`src/rtl/cpu_pkg.sv`:
```
// Shared CPU definitions for the writeback stage.
//   CPU_W      : default data path width
//   CPU_A      : default register address width
//   wb_entry_t : one pending register write (valid, destination, data)
package cpu_pkg;
  localparam int CPU_W = 8;
  localparam int CPU_A = 4;

  typedef struct packed {
    logic             valid;
    logic [CPU_A-1:0] dest;
    logic [CPU_W-1:0] data;
  } wb_entry_t;
endpackage

```
`src/rtl/wb_fwd_mux.sv`:
```
// Single read-port forwarding select.
// Picks the youngest copy of the register addressed by raddr_i:
// skid entry, then the output register (write in flight), then the RegFile.
//   skid_vld_i/skid_dest_i/skid_data_i : pending skid entry
//   out_vld_i/out_dest_i/out_data_i    : registered write port contents
//   raddr_i                            : operand address
//   rf_data_i                          : RegFile read data for raddr_i
//   fwd_o                              : forwarded operand (combinational)
module wb_fwd_mux #(
  parameter int W = 8,
  parameter int A = 4
) (
  input  logic         skid_vld_i,
  input  logic [A-1:0] skid_dest_i,
  input  logic [W-1:0] skid_data_i,
  input  logic         out_vld_i,
  input  logic [A-1:0] out_dest_i,
  input  logic [W-1:0] out_data_i,
  input  logic [A-1:0] raddr_i,
  input  logic [W-1:0] rf_data_i,
  output logic [W-1:0] fwd_o
);
  always_comb begin
    fwd_o = rf_data_i;
    if (skid_vld_i && (skid_dest_i == raddr_i))
      fwd_o = skid_data_i;
    else if (out_vld_i && (out_dest_i == raddr_i))
      fwd_o = out_data_i;
  end
endmodule

```
`src/rtl/reg_writeback.sv`:
```
// Writeback stage feeding the RegFile write port.
// Merges ALU results and load responses into one registered write port,
// with a 1-entry skid buffer absorbing ALU/load collisions, and forwards
// not-yet-committed results onto both read operands.
//   Clk, Reset                 : clock, synchronous active-low reset
//   AluValid/AluDest/AluData   : ALU result (held by execute while Stall=1)
//   MemValid/MemDest/MemData   : load response, never stalled
//   Stall                      : skid occupied, ALU result not accepted
//   WriteEn/Waddr/DataIn       : registered RegFile write port
//   RaddrA/B, DataOutA/B       : RegFile read addresses and data
//   FwdA/FwdB                  : forwarded operands
module reg_writeback
  import cpu_pkg::*;
#(
  parameter int W = CPU_W,
  parameter int A = CPU_A
) (
  input  logic         Clk,
  input  logic         Reset,
  input  logic         AluValid,
  input  logic [A-1:0] AluDest,
  input  logic [W-1:0] AluData,
  input  logic         MemValid,
  input  logic [A-1:0] MemDest,
  input  logic [W-1:0] MemData,
  output logic         Stall,
  output logic         WriteEn,
  output logic [A-1:0] Waddr,
  output logic [W-1:0] DataIn,
  input  logic [A-1:0] RaddrA,
  input  logic [A-1:0] RaddrB,
  input  logic [W-1:0] DataOutA,
  input  logic [W-1:0] DataOutB,
  output logic [W-1:0] FwdA,
  output logic [W-1:0] FwdB
);
  wb_entry_t skid_q, skid_d;
  wb_entry_t out_q, out_d;
  logic      alu_acc;

  // Stall is purely flop-derived so execute sees no input-to-output path.
  assign Stall   = skid_q.valid;
  assign WriteEn = out_q.valid;
  assign Waddr   = out_q.dest;
  assign DataIn  = out_q.data;

  always_comb begin
    alu_acc = AluValid & ~skid_q.valid;
    skid_d  = skid_q;
    out_d   = out_q;
    out_d.valid = 1'b0;
    if (MemValid) begin
      out_d = '{valid: 1'b1, dest: MemDest, data: MemData};
      // A load to the skid's register is younger than the skid entry,
      // so the skid result is dead and is dropped rather than written.
      if (skid_q.valid && (skid_q.dest == MemDest))
        skid_d.valid = 1'b0;
      else if (alu_acc)
        skid_d = '{valid: 1'b1, dest: AluDest, data: AluData};
    end else if (skid_q.valid) begin
      out_d        = skid_q;
      skid_d.valid = 1'b0;
    end else if (alu_acc) begin
      out_d = '{valid: 1'b1, dest: AluDest, data: AluData};
    end
  end

  always_ff @(posedge Clk) begin
    if (!Reset) begin
      skid_q <= '0;
      out_q  <= '0;
    end else begin
      skid_q <= skid_d;
      out_q  <= out_d;
    end
  end

  wb_fwd_mux #(.W(W), .A(A)) u_fwd_a (
    .skid_vld_i (skid_q.valid),
    .skid_dest_i(skid_q.dest),
    .skid_data_i(skid_q.data),
    .out_vld_i  (out_q.valid),
    .out_dest_i (out_q.dest),
    .out_data_i (out_q.data),
    .raddr_i    (RaddrA),
    .rf_data_i  (DataOutA),
    .fwd_o      (FwdA)
  );

  wb_fwd_mux #(.W(W), .A(A)) u_fwd_b (
    .skid_vld_i (skid_q.valid),
    .skid_dest_i(skid_q.dest),
    .skid_data_i(skid_q.data),
    .out_vld_i  (out_q.valid),
    .out_dest_i (out_q.dest),
    .out_data_i (out_q.data),
    .raddr_i    (RaddrB),
    .rf_data_i  (DataOutB),
    .fwd_o      (FwdB)
  );
endmodule

```
`config.mk`:
```
export PLATFORM = sky130hd
export DESIGN_NAME = reg_writeback
export DESIGN_NICKNAME = d
export VERILOG_FILES = /design/src/rtl/cpu_pkg.sv /design/src/rtl/wb_fwd_mux.sv /design/src/rtl/reg_writeback.sv
export SDC_FILE = /design/constraint.sdc
export NUM_CORES = 1
export LEC_CHECK = 0
export CORE_ASPECT_RATIO = 1.75
export CORE_MARGIN = 4
export CORE_UTILIZATION = 43
export DETAILED_ROUTE_END_ITERATION = 7
export GPL_TIMING_DRIVEN = 1
export PLACE_DENSITY_LB_ADDON = 0.15
export SLEW_MARGIN = 20
export SYNTH_ARGS = -nofsm -noshare
export SYNTH_HDL_FRONTEND = slang
export SYNTH_SLANG_ARGS = --single-unit
```
`constraint.sdc`:
```
create_clock -name Clk -period 1.7 [get_ports Clk]
set_input_delay 0.34 -clock Clk [delete_from_list [all_inputs] [get_ports Clk]]
set_output_delay 0.34 -clock Clk [all_outputs]
set_load 0.01 [all_outputs]
```
; Yosys cells after proc, flatten, opt, wreduce, memory -nomap -nowiden
; Cells that the tools add are included.
[word_totals]
register_bits = 26
input_bits = 52
out_inout_bits = 30
wordCells = 31
[classes]
eq_ne = 5
n_mux = 7
bitwise = 5
reduce_logical = 8
[ops]
columns = operator, count
row1 = $mux 13, 3
row2 = $mux 8, 4
row3 = $eq 4x4->1, 5
row4 = $logic_and 1x1->1, 5
row5 = $not 1->1, 4
row6 = $reduce_and 3->1, 1
row7 = $reduce_bool 3->1, 1
row8 = $reduce_or 3->1, 1
row9 = $and 1x1->1, 1

; Logic depth before layout (Yosys ltp)
[logic_depth]
depth_word = 5
mapped_depth = 6
mapped_depth_nobuf = 4

; By module
; From an unflattened synthesis, not the netlist that was laid out.
[unflattened]
cells_unflattened = 229
area_unflattened_um2 = 2050.7
[by_module_without_submodules]
columns = mod, n_inst, cells_per_inst, area_each_um2, seq_area_each_um2
row1 = reg_writeback, 1, 131, 1272.5, 520.5
row2 = wb_fwd_mux, 2, 49, 389.1, 0.0

; Worst setup path before layout
; No wires, ideal clock.
[synth_path]
kind = reg2out
startpoint = reg out_q (netlist bit Waddr[2])
endpoint = out FwdB[5]
t_arrival_ps = 1467
slack_ps = -107
path_stages_with_launch = 6
path_buffers = 1
cell_sequence = dfxtp_1 > xnor2_1 > nand3_2 > buf_6 > or3_1 > a31oi_1
[synth_between]
elab_chain_len = 4
[synth_rtl]
columns = element, line_no
row1 = start: declaration, reg_writeback.sv:38  ; wb_entry_t out_q, out_d;
row2 = start signal: assignment, reg_writeback.sv:74  ; out_q <= out_d;
row3 = $eq 4x4->1, wb_fwd_mux.sv:27  ; else if (out_vld_i && (out_dest_i == raddr_i))
row4 = $logic_and 1x1->1, wb_fwd_mux.sv:27
row5 = $mux 8, wb_fwd_mux.sv:27
row6 = $mux 8, wb_fwd_mux.sv:25  ; if (skid_vld_i && (skid_dest_i == raddr_i))
row7 = end: declaration, reg_writeback.sv:35  ; output logic [W-1:0] FwdB
; No other way between the ends.

; Worst setup path in the final report
[layout_path]
startpoint = reg out_q (netlist bit Waddr[0])
endpoint = out FwdB[6]
; The elaborated chain is that of the path after synthesis.

==> reports/metrics.cfg <==
[status]
status = finished with violations
violations = setup timing

[timing]
fin_crit_ns = 2.21
finalSetupViolations = 20
skew_ns = 0.00738
timing.final.ws_setup_ns = -0.507
drv_slew = 0
final_hold_viol_count = 0
slew_headroom_pct = 54.5
fmax_mhz = 453
setup_tns_ns = -7.29
worstMarginPinSlew_ns = 0.679
min_period_over_period_pct = 130
hold_slack_ns = 0.529
rsz0062_at_grt = true

[power_and_ir_drop]
clkPwrFrac_pct = 23.8
power_frac_comb_pct = 41.5
p_sw_mw = 0.681
p_total_mw = 2.02
p_int_mw = 1.34
powerDensity_nw_per_um2 = 557
switching_share_pct = 33.6
pwr-share-seq_pct = 34.7
p_leak_nw = 1.47
max-vdd-ir-drop_v = 0.000864

[logic_synthesis]
synth_area_per_cell_um2 = 7.96
synth_ff_type = dfxtp_1
synth-warning-count = 0
synthArstFlopShare_pct = 0
synth-seq-cells = 26
synthesis.nets = 291
yosys.cell_types.count = 24
yosysTopAreaCell = dfxtp_1
yosysSeqAreaShare_pct = 27.4
synth.most_common_cell = o21ai_0
synth_cells = 239
yosys-top-cells-count = o21ai_0 (28), dfxtp_1 (26), nand2_1 (22)
synthTopCellsByArea = dfxtp_1 (27%), o21ai_0 (7.4%), xnor2_1 (6.9%)
synth_area_um2 = 1900
synth_edf_count = 0
synth_top_area_share_pct = 27.4

[finish]
syn_to_final_growth_pct = 91.0
final_util_pct = 86.0
multiInputGateArea_um2 = 1750
drive_gt1_share_pct = 40.4
num-nets-final = 412
stdcell_count = 408
n_antenna_cell = 0
seq_area_um2 = 546
postLayoutCellArea_um2 = 3630
nFillCells = 222

[floorplanning]
chipWidth_um = 58.3
coreArea_um2 = 4230
die_h_um = 96.0
fp-row-count = 31
io_pins = 82
start_util_pct = 45.0
dieArea_um2 = 5600

[placement]
pre_cts_ws_ns = -1.20
dpl_cell_area_um2 = 3150
dp.cells = 393
place.port_buffers = 81
hpwlAfterDp_um = 5380
place.gp.congestion = 0.855

[drt]
vias = 2633
first_iter_violations = 264
routedWlPerCell_um = 25.2
routed_via_density = 6.45
firstDrtPassIters = 6
ant_nets = 0
drt_wl_total_um = 10300
drc = 0

[clocking]
cts_buffers = 3
cts_tree = done
clock-sinks = 26
cts-hold-fix-buffers = 0
clk_latency_ns = 0.28
clockBufferDepth = 2
cts_max_level = 1
clk_pin_slew_ns = 0.11
cts_root_buf = clkbuf_8

[global_routing]
antenna_found_initial = 0
grt_pass1_vias = 2659
grt_pass1_wl_um = 13500
grt_overflow = 0
grtUsageTotal_pct = 32.5
grt_max_degree = 30

[critical_path]
rrSetupSlack_ns = 0.10
criticalPathCategory = flip-flop to output pin
cp_max_fo = 6
end_kind = output pin
worst_r2r_path_depth = 4
r2r_start = Stall$_SDFFE_PP0P_
cp-start-kind = flip-flop
crit_required_ns = 1.36
r2r-end = DataIn[6]$_SDFFE_PN0P_
cp.arrival_ns = 1.87

[flow_run]
max-cap-violations = 0

[hold_path]
hold_path_depth = 1
min_path_type = flip-flop to flip-flop
holdCritStartpoint = DataIn[0]$_SDFFE_PN0P_
hold_end = DataIn[0]$_SDFFE_PN0P_

-- cell usage in the layout (no fill, tap or decap), types with 7 or more instances in the layout --
master           count
and3b_1             12
mux2i_1             12
nand2_1             22
buf_4               47
nor3_1              14
a22o_1              11
a31oi_4             10
nor2b_1             12
a21oi_1             12
clkdlybuf4s50_1     52
xnor2_4              7
dfxtp_1             16
buf_2               10
o21ai_0             19
or3_4               10
buf_6               11
-- layer usage --
layer  routed length [um]  vias up  track usage [%]
met4                  937        0             23.2
met5                    0        -                0
met2                 5270      208             61.0
met1                 3240     1237             30.6
met3                  820       72             5.10
li1                     -     1116                -
-- worst max-delay path, cell delays in order (launching register included) --
cell     delay [ns]
dfxtp_4        0.41
xnor2_4        0.23
nand3_4        0.13
buf_6          0.15
or3_4          0.35
a31oi_4        0.19
buf_6          0.12
-- layout make-up --
class | instances | share of cell area (%)
multi-input cells | 195 | 48.0
repair buffers | 134 | 33.5
flip-flops and latches | 26 | 15.0
clock buffers | 4 | 1.82
well taps | 49 | 1.69
-- logic make-up (layout without fill, tap and decap cells) --
| family | after synthesis | count (layout) | synth area share (%) |
|---|---|---|---|
| AND/OR/NAND/NOR | 91 | 93 | 28.7 |
| AO/OA/AOI/OAI | 70 | 70 | 22.1 |
| flip-flops | 26 | 26 | 27.4 |
| XOR/XNOR | 20 | 20 | 9.20 |
| buffers and inverters | 20 | 138 | 6.38 |
| multiplexers | 12 | 12 | 6.31 |
-- worst max path at each step --
stage,start,endpoint
finish,Waddr[0]$_SDFFE_PN0P_,FwdB[6]
global route,Waddr[0]$_SDFFE_PN0P_,FwdB[6]
CTS,Waddr[3]$_SDFFE_PN0P_,FwdA[4]
detailed placement,RaddrB[0],FwdB[1]
global placement,RaddrB[0],FwdB[3]
floorplan,Waddr[0]$_SDFFE_PN0P_,FwdB[6]
-- flip-flops by register name, summed over array words and instances, names as in the netlist --
signal   cells
Stall        1
Waddr        4
skid_q      12
DataIn       8
WriteEn      1
-- repair_timing --
action	in CTS	in global routing
endpoints found under the setup margin	30	20
gates resized for setup	155	19
endpoints found under the hold margin	0	0
gates cloned	2	0
pin swaps	41	2
setup buffers	8	1
-- power by group through the flow --
stage                     Sequential (mW)  Clock (mW)  Combinational, mW
after floorplan                     0.695           0              0.293
after CTS                           0.689       0.467              0.749
after global routing                0.702       0.508              0.878
after detailed placement            0.697           0              0.653
final                               0.702       0.482              0.841
after global placement              0.696           0              0.641
No activity file was read; power rests on OpenSTA's default activity.
